<file path="src/rtl/irs_readout_sequencer.sv">
// irs_readout_sequencer: takes one block from the block FIFO and waits a
// programmable delay. It writes a header and the block into the event FIFO,
// starts each active daughter in turn and waits for its ready. It then frees
// the block and appends a trailer carrying this event's error flags.
//
// Ports
//   clk_i, rst_i        clock, synchronous active-high reset
//   enable_i            permits new events to start
//   block_dat_i/_empty_i/block_rd_o   block FIFO head (FWFT), empty, pop
//   irs_active_i        daughters present (captured as the event mask)
//   irs_rdy_i/irs_go_o  per-daughter ready in, one-hot go pulse out
//   event_space_i       free event-FIFO words
//   event_dat_o/_wr_o   event FIFO write port
//   free_block_o/free_req_o/free_ack_i  block free handshake
//   readout_delay_i     capture-to-header delay
//   readout_ready_o     idle and enabled
//   readout_err_o       sticky error flags (bit0 ready timeout,
//                       bit1 empty mask, bit2 free timeout)
module irs_readout_sequencer #(
  parameter int unsigned NUM_DAUGHTERS   = 4,
  parameter int unsigned BLOCK_WIDTH     = 72,
  parameter int unsigned BLOCK_ADDR_BITS = 9,
  parameter int unsigned TIMEOUT_BITS    = 16,
  parameter int unsigned MIN_SPACE       = 16
) (
  input  logic                       clk_i,
  input  logic                       rst_i,
  input  logic                       enable_i,
  input  logic [BLOCK_WIDTH-1:0]     block_dat_i,
  input  logic                       block_empty_i,
  output logic                       block_rd_o,
  input  logic [NUM_DAUGHTERS-1:0]   irs_active_i,
  input  logic [NUM_DAUGHTERS-1:0]   irs_rdy_i,
  output logic [NUM_DAUGHTERS-1:0]   irs_go_o,
  input  logic [15:0]                event_space_i,
  output logic [15:0]                event_dat_o,
  output logic                       event_wr_o,
  output logic [BLOCK_ADDR_BITS-1:0] free_block_o,
  output logic                       free_req_o,
  input  logic                       free_ack_i,
  input  logic [7:0]                 readout_delay_i,
  output logic                       readout_ready_o,
  output logic [7:0]                 readout_err_o
);

  localparam int unsigned NW        = (BLOCK_WIDTH + 15) / 16;
  localparam int unsigned WCNT_BITS = $clog2(NW + 1);

  typedef enum logic [2:0] {
    S_IDLE, S_DELAY, S_HDR, S_GO, S_WAIT, S_FREE, S_TRAIL
  } state_e;

  state_e                     state_q, state_d;
  logic [NW*16-1:0]           blk_q, blk_d;
  logic [NUM_DAUGHTERS-1:0]   mask_q, mask_d;
  logic [NUM_DAUGHTERS-1:0]   pend_q, pend_d;
  logic [NUM_DAUGHTERS-1:0]   sel_q, sel_d;
  logic [7:0]                 dly_q, dly_d;
  logic [WCNT_BITS-1:0]       wcnt_q, wcnt_d;
  logic [TIMEOUT_BITS-1:0]    tmo_q, tmo_d;
  logic [2:0]                 flags_q, flags_d;
  logic [2:0]                 err_q, err_d;

  logic [NUM_DAUGHTERS-1:0]   low_oh;
  logic [11:0]                mask12;
  logic [15:0]                blk_word;
  logic                       start;

  always_comb begin
    low_oh = '0;
    for (int unsigned i = 0; i < NUM_DAUGHTERS; i++) begin
      if (pend_q[i] && (low_oh == '0)) low_oh[i] = 1'b1;
    end
  end

  always_comb begin
    mask12 = '0;
    mask12[NUM_DAUGHTERS-1:0] = mask_q;
  end

  // Header word k (k >= 1) is block slice k-1, lowest 16 bits first.
  always_comb begin
    blk_word = '0;
    for (int unsigned i = 0; i < NW; i++) begin
      if (wcnt_q == WCNT_BITS'(i + 1)) blk_word = blk_q[i*16 +: 16];
    end
  end

  assign start = enable_i && !block_empty_i && (event_space_i >= 16'(MIN_SPACE));
  assign readout_err_o = {5'b0, err_q};

  always_comb begin
    state_d = state_q;
    blk_d   = blk_q;
    mask_d  = mask_q;
    pend_d  = pend_q;
    sel_d   = sel_q;
    dly_d   = dly_q;
    wcnt_d  = wcnt_q;
    tmo_d   = tmo_q;
    flags_d = flags_q;
    err_d   = err_q;

    block_rd_o      = 1'b0;
    irs_go_o        = '0;
    event_dat_o     = '0;
    event_wr_o      = 1'b0;
    free_block_o    = '0;
    free_req_o      = 1'b0;
    readout_ready_o = 1'b0;

    unique case (state_q)
      S_IDLE: begin
        readout_ready_o = enable_i && !rst_i;
        if (start && !rst_i) begin
          block_rd_o = 1'b1;
          blk_d      = '0;
          blk_d[BLOCK_WIDTH-1:0] = block_dat_i;
          mask_d     = irs_active_i;
          pend_d     = irs_active_i;
          dly_d      = readout_delay_i;
          flags_d    = '0;
          state_d    = S_DELAY;
        end
      end
      S_DELAY: begin
        if (dly_q == '0) begin
          wcnt_d  = '0;
          state_d = S_HDR;
        end else begin
          dly_d = dly_q - 8'd1;
        end
      end
      S_HDR: begin
        event_wr_o  = 1'b1;
        event_dat_o = (wcnt_q == '0) ? {4'hB, mask12} : blk_word;
        if (wcnt_q == WCNT_BITS'(NW)) state_d = S_GO;
        else                          wcnt_d  = wcnt_q + 1'b1;
      end
      S_GO: begin
        tmo_d = '0;
        if (pend_q != '0) begin
          irs_go_o = low_oh;
          sel_d    = low_oh;
          state_d  = S_WAIT;
        end else begin
          if (mask_q == '0) flags_d[1] = 1'b1;
          state_d = S_FREE;
        end
      end
      S_WAIT: begin
        // tmo_q is zero only in the cycle right after the go pulse, so a
        // ready seen then is ignored.
        if ((tmo_q != '0) && ((irs_rdy_i & sel_q) != '0)) begin
          pend_d  = pend_q & ~sel_q;
          state_d = S_GO;
        end else if (&tmo_q) begin
          flags_d[0] = 1'b1;
          pend_d     = pend_q & ~sel_q;
          state_d    = S_GO;
        end else begin
          tmo_d = tmo_q + 1'b1;
        end
      end
      S_FREE: begin
        free_req_o   = 1'b1;
        free_block_o = blk_q[BLOCK_ADDR_BITS-1:0];
        if (free_ack_i) begin
          state_d = S_TRAIL;
        end else if (&tmo_q) begin
          flags_d[2] = 1'b1;
          state_d    = S_TRAIL;
        end else begin
          tmo_d = tmo_q + 1'b1;
        end
      end
      S_TRAIL: begin
        event_wr_o  = 1'b1;
        event_dat_o = {8'hE0, 5'b0, flags_q};
        err_d       = err_q | flags_q;
        state_d     = S_IDLE;
      end
      default: state_d = S_IDLE;
    endcase
  end

  always_ff @(posedge clk_i) begin
    if (rst_i) begin
      state_q <= S_IDLE;
      blk_q   <= '0;
      mask_q  <= '0;
      pend_q  <= '0;
      sel_q   <= '0;
      dly_q   <= '0;
      wcnt_q  <= '0;
      tmo_q   <= '0;
      flags_q <= '0;
      err_q   <= '0;
    end else begin
      state_q <= state_d;
      blk_q   <= blk_d;
      mask_q  <= mask_d;
      pend_q  <= pend_d;
      sel_q   <= sel_d;
      dly_q   <= dly_d;
      wcnt_q  <= wcnt_d;
      tmo_q   <= tmo_d;
      flags_q <= flags_d;
      err_q   <= err_d;
    end
  end

endmodule
</file>
<file path="config.mk">
export PLATFORM = sky130hd
export DESIGN_NAME = irs_readout_sequencer
export DESIGN_NICKNAME = d
export VERILOG_FILES = /design/src/rtl/irs_readout_sequencer.sv
export SDC_FILE = /design/constraint.sdc
export NUM_CORES = 1
export LEC_CHECK = 0
export BUFFER_PORTS_ARGS = -buffer_cell sky130_fd_sc_hd__buf_4
export CAP_MARGIN = 20
export CELL_PAD_IN_SITES_DETAIL_PLACEMENT = 2
export CELL_PAD_IN_SITES_GLOBAL_PLACEMENT = 2
export CORE_MARGIN = 5
export CORE_UTILIZATION = 31
export CTS_BUF_LIST = sky130_fd_sc_hd__clkbuf_16
export DETAILED_ROUTE_END_ITERATION = 8
export GPL_ROUTABILITY_DRIVEN = 0
export PLACE_DENSITY_LB_ADDON = 0.1
export SLEW_MARGIN = 15
export SYNTH_ARGS = -nofsm -noshare
export SYNTH_HDL_FRONTEND = slang
export SYNTH_SLANG_ARGS = --single-unit
</file>
<file path="constraint.sdc">
create_clock -name clk_i -period 3.69 [get_ports clk_i]
set_input_delay 0.369 -clock clk_i [delete_from_list [all_inputs] [get_ports clk_i]]
set_output_delay 0.369 -clock clk_i [all_outputs]
set_load 0.005 [all_outputs]
</file>
Word-level counts from Yosys, hierarchy flattened

Index checks and enable logic that the tools add are counted.

$add $sub $neg: 3
Magnitude comparators: 1
Eq/ne operators: 24
Multiplexer cells: 51
Bitwise gates (word level): 5
Reductions and logical operators: 37

Operators by type and width:

| kind                                                                                  | count |
|---|---|
| 16-bit two-way mux                                                                    | 9 |
| 16-bit case mux with 3 select lines                                                   | 1 |
| 16-bit case mux with 2 select lines                                                   | 1 |
| 3-bit two-way mux                                                                     | 10 |
| 2-bit != test (second input constant)                                                 | 11 |
| 4-bit two-way mux                                                                     | 5 |
| 3-bit case mux with 6 select lines                                                    | 1 |
| 16-bit by 1-bit adder with 16-bit output (second input constant)                      | 1 |
| 16-bit by 5-bit greater-or-equal comparator with 1-bit output (second input constant) | 1 |
| 8-bit two-way mux                                                                     | 2 |
| 8-bit case mux with 2 select lines                                                    | 1 |
| 16-bit AND reduction                                                                  | 1 |
| 16-bit nonzero test                                                                   | 1 |
| 3-bit == test (second input constant)                                                 | 5 |
| 1-bit two-way mux                                                                     | 15 |
| 3-bit by 2-bit == test with 1-bit output (second input constant)                      | 4 |
| 3-bit AND reduction                                                                   | 4 |
| 4-bit AND reduction                                                                   | 3 |
| 2-bit nonzero test                                                                    | 5 |
| 3-bit logical NOT                                                                     | 3 |
| 9-bit two-way mux                                                                     | 1 |
| 4-bit bitwise AND                                                                     | 2 |
| 1-bit logical AND                                                                     | 8 |
| 8-bit logical NOT                                                                     | 1 |
| other kinds (18)                                                                      | 25 |

Bits in registers: 120
Bits of input ports: 109
Output and inout port bits: 41
Logic and storage cells: 133

Depth between registers and ports, before layout

Gate-level depths: netlist of run 1.

Depth in word-level cells: 12
Gate-level depth with buffers: 10
Mapped depth without buffers: 8

Worst setup path after synthesis of run 1

No wires, ideal clock.

Kind: register to output
Start point: register wcnt_q[2]
End point: output port event_dat_o[5]
Arrival time: 1805 ps
Required time: 3321 ps
Slack: 1516 ps
Stages on the path, launching flop included: 11
Path buffers: 3
Cell sequence: dfxtp_1 -> clkbuf_1 -> inv_1 -> ha_1 -> clkbuf_1 -> inv_1 -> clkbuf_1 -> nor2_1 -> nor3_1 -> a21oi_1 -> a21oi_1

Longest elaborated chain between the ends: 8
Elaborated cells on any way between the ends: 13
Classes of those cells: 5 x eq/ne; 7 x mux; 1 x reduce/logical

RTL lines:

| element                                  | line | RTL |
|---|---|---|
| start: declaration                       | 59   | `logic [WCNT_BITS-1:0] wcnt_q, wcnt_d;` |
| start signal: assignment                 | 206  | `wcnt_q <= wcnt_d;` |
| 3-bit by 1-bit == test with 1-bit output | 85   | `if (wcnt_q == WCNT_BITS'(i + 1)) blk_word = blk_q[i*16 +: 16];` |
| 16-bit two-way mux (5 in series)         | 85   |  |
| 16-bit two-way mux *                     | 136  | `event_dat_o = (wcnt_q == '0) ? {4'hB, mask12} : blk_word;` |
| 16-bit case mux with 2 select lines *    | 112  | `unique case (state_q)` |
| end: declaration                         | 36   | `output logic [15:0] event_dat_o,` |

Every way passes the cells marked *; elsewhere a longest branch is shown, timed or not.

Final worst setup path of run 1

Start point: register wcnt_q[0]
End point: output port event_dat_o[3]

The elaborated chain is that of the path after synthesis.

==> out/qor.csv, run 1 <==
stage,metric,value,unit
outcome,run status,completed,
clocking,Clock Pin Slew Worst Setup and Hold Paths,0.06,ns
layout,"top library cells by usage in the layout, fill and taps aside","195 x sky130_fd_sc_hd__nand2_1, 150 x sky130_fd_sc_hd__buf_4, 121 x sky130_fd_sc_hd__a21oi_1",
pwr,clock network fraction of total power,0.505,
synth,fraction of the mapped netlist area in compound gates,0.223,
route,DRT Wirelength,22400,um
worst_hold_path,number of cells on the worst hold path,3,
clocking,post-CTS setup buffers,0,
synth,post-synthesis area per instance,7.42,um2
synth,post-synthesis sequential element count,120,
setup_path,depth of the worst register-to-register path,6,
pwr,leakage power figure,0.00297,uW
worst_hold_path,end point of the most critical hold path,blk_q[41],
setup_path,Crit. End Element,primary output,
setup_path,capturing point of the worst reg2reg path,tmo_q[8],
sta,min Tclk post-route,3.40,ns
clocking,maximum root-to-sink buffer count,2,
grt,global-route wire length before repair,36300,um
setup_path,path type of the worst setup path,reg2out,
synth,number of synthesized flops with an enable pin,0,
route,mean routed wirelength per cell,19.8,um
route,drt pass-1 iters,4,
placement,HPWL after DPL,16300,um
layout,Syn-to-layout area delta,31.5,%
synth,asr flop ratio synth,0,
clocking,# clock sinks,120,
sta,Fin Setup TNS,0,ns
layout,fraction of layout cells with a size suffix above 1,0.210,
sta,final worst path period share,0.923,
clocking,clock tree from TritonCTS,yes,
layout,storage element area,2400,um2
layout,area used by multi-input combinational logic,3050,um2
floorplan,Horiz. Die Dim,146,um
synth,Synth top area share,0.418,
placement,port bufs,140,
clocking,clock buffers created by TritonCTS,17,
sta,unrepaired setup endpoints after global routing,false,
synth,sequential fraction of the synthesis area,0.418,
setup_path,data required time of the critical path,3.32,ns
synth,cell area after technology mapping,5740,um2
route,routed via count divided by cell count,5.40,
setup_path,worst reg2reg setup slack,0.96,ns
sta,FMAX,294,MHz
route,Starting DRT DRC Count,243,
clocking,clock latency at the later pin of the worst-skew pair,0.42,ns
synth,count of yosys warnings during synthesis,0,
floorplan,number of top-level design ports,150,
layout,Layout fillers,2092,
layout,antenna diode count,0,
grt,via count of the first global-routing pass,6728,
setup_path,Crit Reg-Reg Startpoint,state_q[2],
sta,clock skew after layout,0.00604,ns
pwr,worst ir drop on vdd,0.304,mV
worst_hold_path,hold path start,block_dat_i[41],
layout,nets@finish,1011,
clocking,clk root buf,sky130_fd_sc_hd__clkbuf_16,
synth,multiplexer share of the synthesized area,0,
pwr,power density over the cells,457,nW/um2
clocking,Hold Buf Count CTS,0,
synth,gate count of the mapped netlist,774,
setup_path,arrival time worst endpoint,3.04,ns
setup_path,launch point of the worst path,wcnt_q[0],
sta,actual transition at the worst max-transition pin,1.09,ns
synth,unique cell type count in the Yosys netlist,58,
synth,leading cell types by total area after synthesis,"sky130_fd_sc_hd__dfxtp_1 42%, sky130_fd_sc_hd__nand2_1 13%, sky130_fd_sc_hd__a21oi_1 11%",
sta,count of pins over their slew limit,0,
synth,xor and xnor area share after synthesis,0.00610,
clocking,number of resized instances in the post-cts repair step,0,
route,DRC Markers,0,
pwr,total power consumption of the routed design,3450,uW
floorplan,Core Area,18100,um2
flow_run,max-cap viol count,0,
grt,total gr overflow,0,
floorplan,floorplan die area,21300,um2
pwr,design internal power,2610,uW
sta,final hold viol count,0,
synth,Synth Flop Type,sky130_fd_sc_hd__dfxtp_1,
floorplan,FP Rows,49,
setup_path,category of the worst setup path launch point,flop,
pwr,register share of total power,0.400,
floorplan,effective utilization at floorplan,0.317,
grt,pin count of the biggest net entering global routing,94,
grt,antenna violations before repair,0,
pwr,logic gate share of total power,0.096,
pwr,net switching share of the total power,0.244,
floorplan,Die Ht,146,um
synth,most area-hungry cell type in the Yosys netlist,sky130_fd_sc_hd__dfxtp_1,
worst_hold_path,Hold/Removal Path Class,in2reg,
clocking,number of H-tree levels,4,
sta,worst-case headroom to the max-slew limit,0.272,
synth,main combinational cell family by area after synthesis,simple AND/OR/NAND/NOR gates,
route,post-route antenna net violation count,0,
grt,All-Layer GR Usage,0.209,
synth,"basic-gate share of the synthesized area counting and, or, nand and nor cells",0.279,
pwr,switching power,843,uW
layout,"most common cell after layout, fill and taps aside",sky130_fd_sc_hd__nand2_1,
setup_path,Critical Path Fanout Max,16,
synth,Post-Synth Adder-Cell Area,0.0196,
route,via count,6125,
sta,final-report setup violation count,0,
-- power groups by stage --
stage                     Clock (uW)  Sequential, uW  Combinational (uW)
after floorplan                    0            1390                 177
after global placement             0            1400                 314
after detailed placement           0            1410                 329
after CTS                       1770            1380                 334
after global routing            1830            1380                 366
final                           1740            1380                 331
-- flip-flops by register name (all words and copies together), names as in the netlist --
name,flops
err_q,3
flags_q,3
pend_q,4
wcnt_q,3
mask_q,4
tmo_q,16
sel_q,4
blk_q,72
dly_q,8
state_q,3
-- cell usage after synthesis (all sizes together) (3+ instances only) --
cell / number
and3: 16
o211ai: 4
or3: 6
o22ai: 3
nor4: 12
nand2: 196
a31o: 3
nand3: 19
a31oi: 9
dfxtp: 120
a211oi: 7
a221oi: 12
inv: 14
nor3: 20
nand4: 4
o21ai: 30
clkbuf: 40
buf: 15
and2: 7
nor2: 53
a221o: 3
nor2b: 5
xnor2: 3
nand2b: 4
a22oi: 7
ha: 9
o311ai: 4
or4: 4
a21oi: 122
-- cells by family after synthesis --
group	count (synthesis)
simple gates	355
buf+inv	70
xor+xnor	4
other cells	1
flops	120
compound gates	215
fa+ha+maj	9
-- stage by stage --
step,util,worst slack [ns],area (um2),hold slack (ns),instances
2_1_floorplan,-,1.52,5760,0.433,778
3_3_place_gp,0.384,0.803,6940,0.441,1103
3_5_place_dp,0.384,0.751,6940,0.450,1103
4_1_cts,0.418,0.294,7550,0.174,1135
5_1_grt,0.418,0.102,7550,0.189,1135
6_report,0.418,0.286,7550,0.196,1135
-- how the worst max path moves through the flow --
stage	to	slack [ns]	depth (start not counted)
2_1_floorplan	event_dat_o[5]	1.52	10
3_3_place_gp	event_dat_o[3]	0.80	8
3_5_place_dp	event_dat_o[3]	0.75	8
4_1_cts	event_dat_o[3]	0.29	8
5_1_grt	event_dat_o[1]	0.10	8
6_report	event_dat_o[3]	0.29	8
-- metal layers --
layer / vias to the layer above / routed length [um] / GRT usage
li1: 2946 / - / -
met1: 3032 / 10800 / 0.281
met2: 126 / 10500 / 0.344
met3: 21 / 867 / 0.0428
met4: 0 / 233 / 0.0513
met5: - / 0 / 0
-- cell type report --
| class | count | area share |
|---|---|---|
| Sequential cell | 120 | 0.318 |
| Timing Repair Buffer | 151 | 0.152 |
| Multi-Input combinational cell | 588 | 0.404 |
| Tap cell | 229 | 0.0379 |
| Inverter | 15 | 0.00746 |
| Clock buffer | 17 | 0.0563 |
| Clock inverter | 15 | 0.0247 |
-- worst max-delay path, stage by stage (launching register included) --
cell,delay [ns]
sky130_fd_sc_hd__dfxtp_1,0.33
sky130_fd_sc_hd__inv_1,0.14
sky130_fd_sc_hd__ha_1,0.18
sky130_fd_sc_hd__nor2b_1,0.86
sky130_fd_sc_hd__a221oi_1,0.31
sky130_fd_sc_hd__o21ai_0,0.26
sky130_fd_sc_hd__o211ai_1,0.12
sky130_fd_sc_hd__a21oi_1,0.25
sky130_fd_sc_hd__buf_4,0.17
Power figures use the tool's default switching activity.
==> run 2: changes to the inputs <==
--- a/config.mk
+++ b/config.mk
@@ -15,6 +15,7 @@
 export DETAILED_ROUTE_END_ITERATION = 8
 export GPL_ROUTABILITY_DRIVEN = 0
 export PLACE_DENSITY_LB_ADDON = 0.1
+export REMOVE_ABC_BUFFERS = 1
 export SLEW_MARGIN = 15
 export SYNTH_ARGS = -nofsm -noshare
 export SYNTH_HDL_FRONTEND = slang
==> run 2 against run 1 <==
Clock power fell by 2%; clock skew rose by 0.00098 ns; setup slack improved by 0.14 ns; largest cell class unchanged.
==> out/qor.csv, run 2 (same netlist as run 1, synthesis figures left out) <==
stage,metric,value,unit,change
outcome,run status,completed,,unchanged
pwr,clock network fraction of total power,0.500,,was 0.505
setup_path,path type of the worst setup path,reg2out,,unchanged
route,Starting DRT DRC Count,259,,was 243
floorplan,effective utilization at floorplan,0.317,,unchanged
pwr,logic gate share of total power,0.096,,about the same
flow_run,max-cap viol count,0,,unchanged
layout,Syn-to-layout area delta,31.4,%,was 31.5%
layout,Layout fillers,2094,,was 2092
sta,clock skew after layout,0.00702,ns,was 0.00604 ns
route,DRT Wirelength,22400,um,about the same
setup_path,most frequent CP cell,sky130_fd_sc_hd__inv_1,,
pwr,worst ir drop on vdd,0.363,mV,was 0.304 mV
sta,min setup slack post-route,0.422,ns,was 0.286 ns
worst_hold_path,Hold/Removal Path Class,in2reg,,unchanged
setup_path,data required time of the critical path,3.32,ns,about the same
sta,final worst path period share,0.886,,was 0.923
setup_path,Crit. End Element,primary output,,unchanged
layout,nets@finish,1012,,was 1011
sta,worst-case headroom to the max-slew limit,0.469,,was 0.272
clocking,maximum root-to-sink buffer count,2,,unchanged
setup_path,arrival time worst endpoint,2.90,ns,was 3.04 ns
clocking,number of H-tree levels,4,,unchanged
placement,HPWL after DPL,15800,um,was 16300 um
clocking,clock latency at the later pin of the worst-skew pair,0.42,ns,about the same
floorplan,FP Rows,49,,unchanged
layout,"top library cells by usage in the layout, fill and taps aside","195 x sky130_fd_sc_hd__nand2_1, 151 x sky130_fd_sc_hd__buf_4, 121 x sky130_fd_sc_hd__a21oi_1",,"was 195 x sky130_fd_sc_hd__nand2_1, 150 x sky130_fd_sc_hd__buf_4, 121 x sky130_fd_sc_hd__a21oi_1"
pwr,design internal power,2590,uW,was 2610 uW
pwr,net switching share of the total power,0.240,,was 0.244
sta,actual transition at the worst max-transition pin,0.789,ns,was 1.09 ns
layout,antenna diode count,0,,unchanged
grt,All-Layer GR Usage,0.206,,was 0.209
sta,min Tclk post-route,3.27,ns,was 3.40 ns
setup_path,standard cell with the maximum stage delay on the critical path,sky130_fd_sc_hd__ha_2,,was sky130_fd_sc_hd__nor2b_1
layout,final design utilization,0.417,,was 0.418
setup_path,ordered cell list for the critical path,inv_1 -> ha_2 -> inv_1 -> o21ai_0 -> nor2_1 -> a211oi_1 -> o22ai_1 -> buf_4,,was inv_1 -> ha_1 -> nor2b_1 -> a221oi_1 -> o21ai_0 -> o211ai_1 -> a21oi_1 -> buf_4
sta,unrepaired setup endpoints after global routing,false,,unchanged
grt,total gr overflow,0,,unchanged
grt,global-route wire length before repair,35700,um,was 36300 um
sta,count of pins over their slew limit,0,,unchanged
placement,post-placement worst setup slack,0.448,ns,was 0.751 ns
layout,"most common cell after layout, fill and taps aside",sky130_fd_sc_hd__nand2_1,,unchanged
clocking,clock buffers created by TritonCTS,17,,unchanged
clocking,# clock sinks,120,,unchanged
grt,via count of the first global-routing pass,6679,,was 6728
clocking,clk root buf,sky130_fd_sc_hd__clkbuf_16,,unchanged
layout,number of flip-flops in the largest register,72,,unchanged
layout,fraction of layout cells with a size suffix above 1,0.215,,was 0.210
grt,pin count of the biggest net entering global routing,72,,was 94
setup_path,cell type group with the largest total delay on the critical path,buffers and inverters,,was compound AO/OA/AOI/OAI gates
sta,final hold viol count,0,,unchanged
route,drt pass-1 iters,5,,was 4
layout,largest registers,"blk_q (72), tmo_q (16), dly_q (8)",,unchanged
floorplan,number of top-level design ports,150,,unchanged
pwr,register share of total power,0.404,,was 0.400
setup_path,buffering stage count on the worst path with inverters included,3,,was 2
pwr,total power consumption of the routed design,3410,uW,was 3450 uW
route,mean routed wirelength per cell,19.8,um,about the same
route,post-route antenna net violation count,0,,unchanged
clocking,Clock Pin Slew Worst Setup and Hold Paths,0.06,ns,about the same
floorplan,Die Ht,146,um,unchanged
route,routed via count divided by cell count,5.37,,was 5.40
floorplan,floorplan die area,21300,um2,unchanged
clocking,clock tree from TritonCTS,yes,,unchanged
pwr,leakage power figure,0.00296,uW,was 0.00297 uW
clocking,post-CTS setup buffers,0,,unchanged
setup_path,category of the worst setup path launch point,flop,,unchanged
sta,FMAX,306,MHz,was 294 MHz
pwr,power density over the cells,452,nW/um2,was 457 nW/um2
route,via count,6079,,was 6125
pwr,switching power,819,uW,was 843 uW
sta,Fin Setup TNS,0,ns,unchanged
layout,register bank with the most flops,blk_q,,unchanged
grt,antenna violations before repair,0,,unchanged
floorplan,Horiz. Die Dim,146,um,unchanged
sta,final-report setup violation count,0,,unchanged
placement,port bufs,140,,unchanged
route,DRC Markers,0,,unchanged
setup_path,Critical Path Fanout Max,18,,was 16
floorplan,Core Area,18100,um2,unchanged
clocking,Hold Buf Count CTS,0,,unchanged
setup_path,maximum cell stage delay along the critical path,0.50,ns,was 0.86 ns
[run 2: changes by cell type in the layout (fill, tap and decap cells not counted), sizes merged]
cell | before | now
buf | 151 | 152
inv | 18 | 14
clkinv | 7 | 8
[run 2: worst paths after layout]
| kind | end | startpoint | depth (start not counted) | slack, ns |
|---|---|---|---|---|
| min reg2reg | blk_q[32] | blk_q[32] | 2 | 0.46 |
| max reg2reg | tmo_q[8] | state_q[2] | 6 | 0.83 |
| max | event_dat_o[0] | wcnt_q[2] | 8 | 0.42 |
| min | pend_q[0] | irs_active_i[0] | 3 | 0.20 |
[run 2: worst register-to-register path, delay by kind of cell, from the launching register on]
family	cells	cell delay [ns]
AOI/OAI and AO/OA	3	0.66
DFF	1	0.73
and+or+nand+nor	3	1.39
[run 2: power groups by stage]
stage	Clock [uW]	Sequential, uW	Combinational (uW)
global route	1790	1380	365
CTS	1730	1380	334
finish	1700	1380	329
floorplan	0	1390	141
global placement	0	1400	315
detailed placement	0	1400	330
[run 2: what timing repair did]
action                                  4_1_cts  5_1_grt
gates resized for setup                       1        0
endpoints found under the hold margin         0        0
endpoints found under the setup margin        1        0
[run 2: area by class of cell]
cell class / count / area, um2 / share of cell area
clock buffers: 17 / 425 / 0.0564
clock inverters: 12 / 160 / 0.0212
inverters: 15 / 56.3 / 0.00747
multi-input cells: 588 / 3060 / 0.405
flip-flops and latches: 120 / 2400 / 0.319
well taps: 229 / 287 / 0.0380
repair buffers: 152 / 1150 / 0.153
[run 2: per-layer routing]
| metal | routed length, um | up-vias | global-route usage |
|---|---|---|---|
| li1 | - | 2937 | - |
| met1 | 9790 | 2991 | 0.253 |
| met2 | 11400 | 133 | 0.366 |
| met3 | 911 | 18 | 0.0381 |
| met4 | 287 | 0 | 0.0621 |
| met5 | 0 | - | 0 |
[run 2: metrics by stage]
step           hold slack [ns]  instance area (um2)  std cells
2_1_floorplan            0.427                 5510        723
3_3_place_gp             0.441                 6950       1104
3_5_place_dp             0.451                 6950       1104
4_1_cts                  0.184                 7540       1133
5_1_grt                  0.191                 7540       1133
6_report                 0.197                 7540       1133
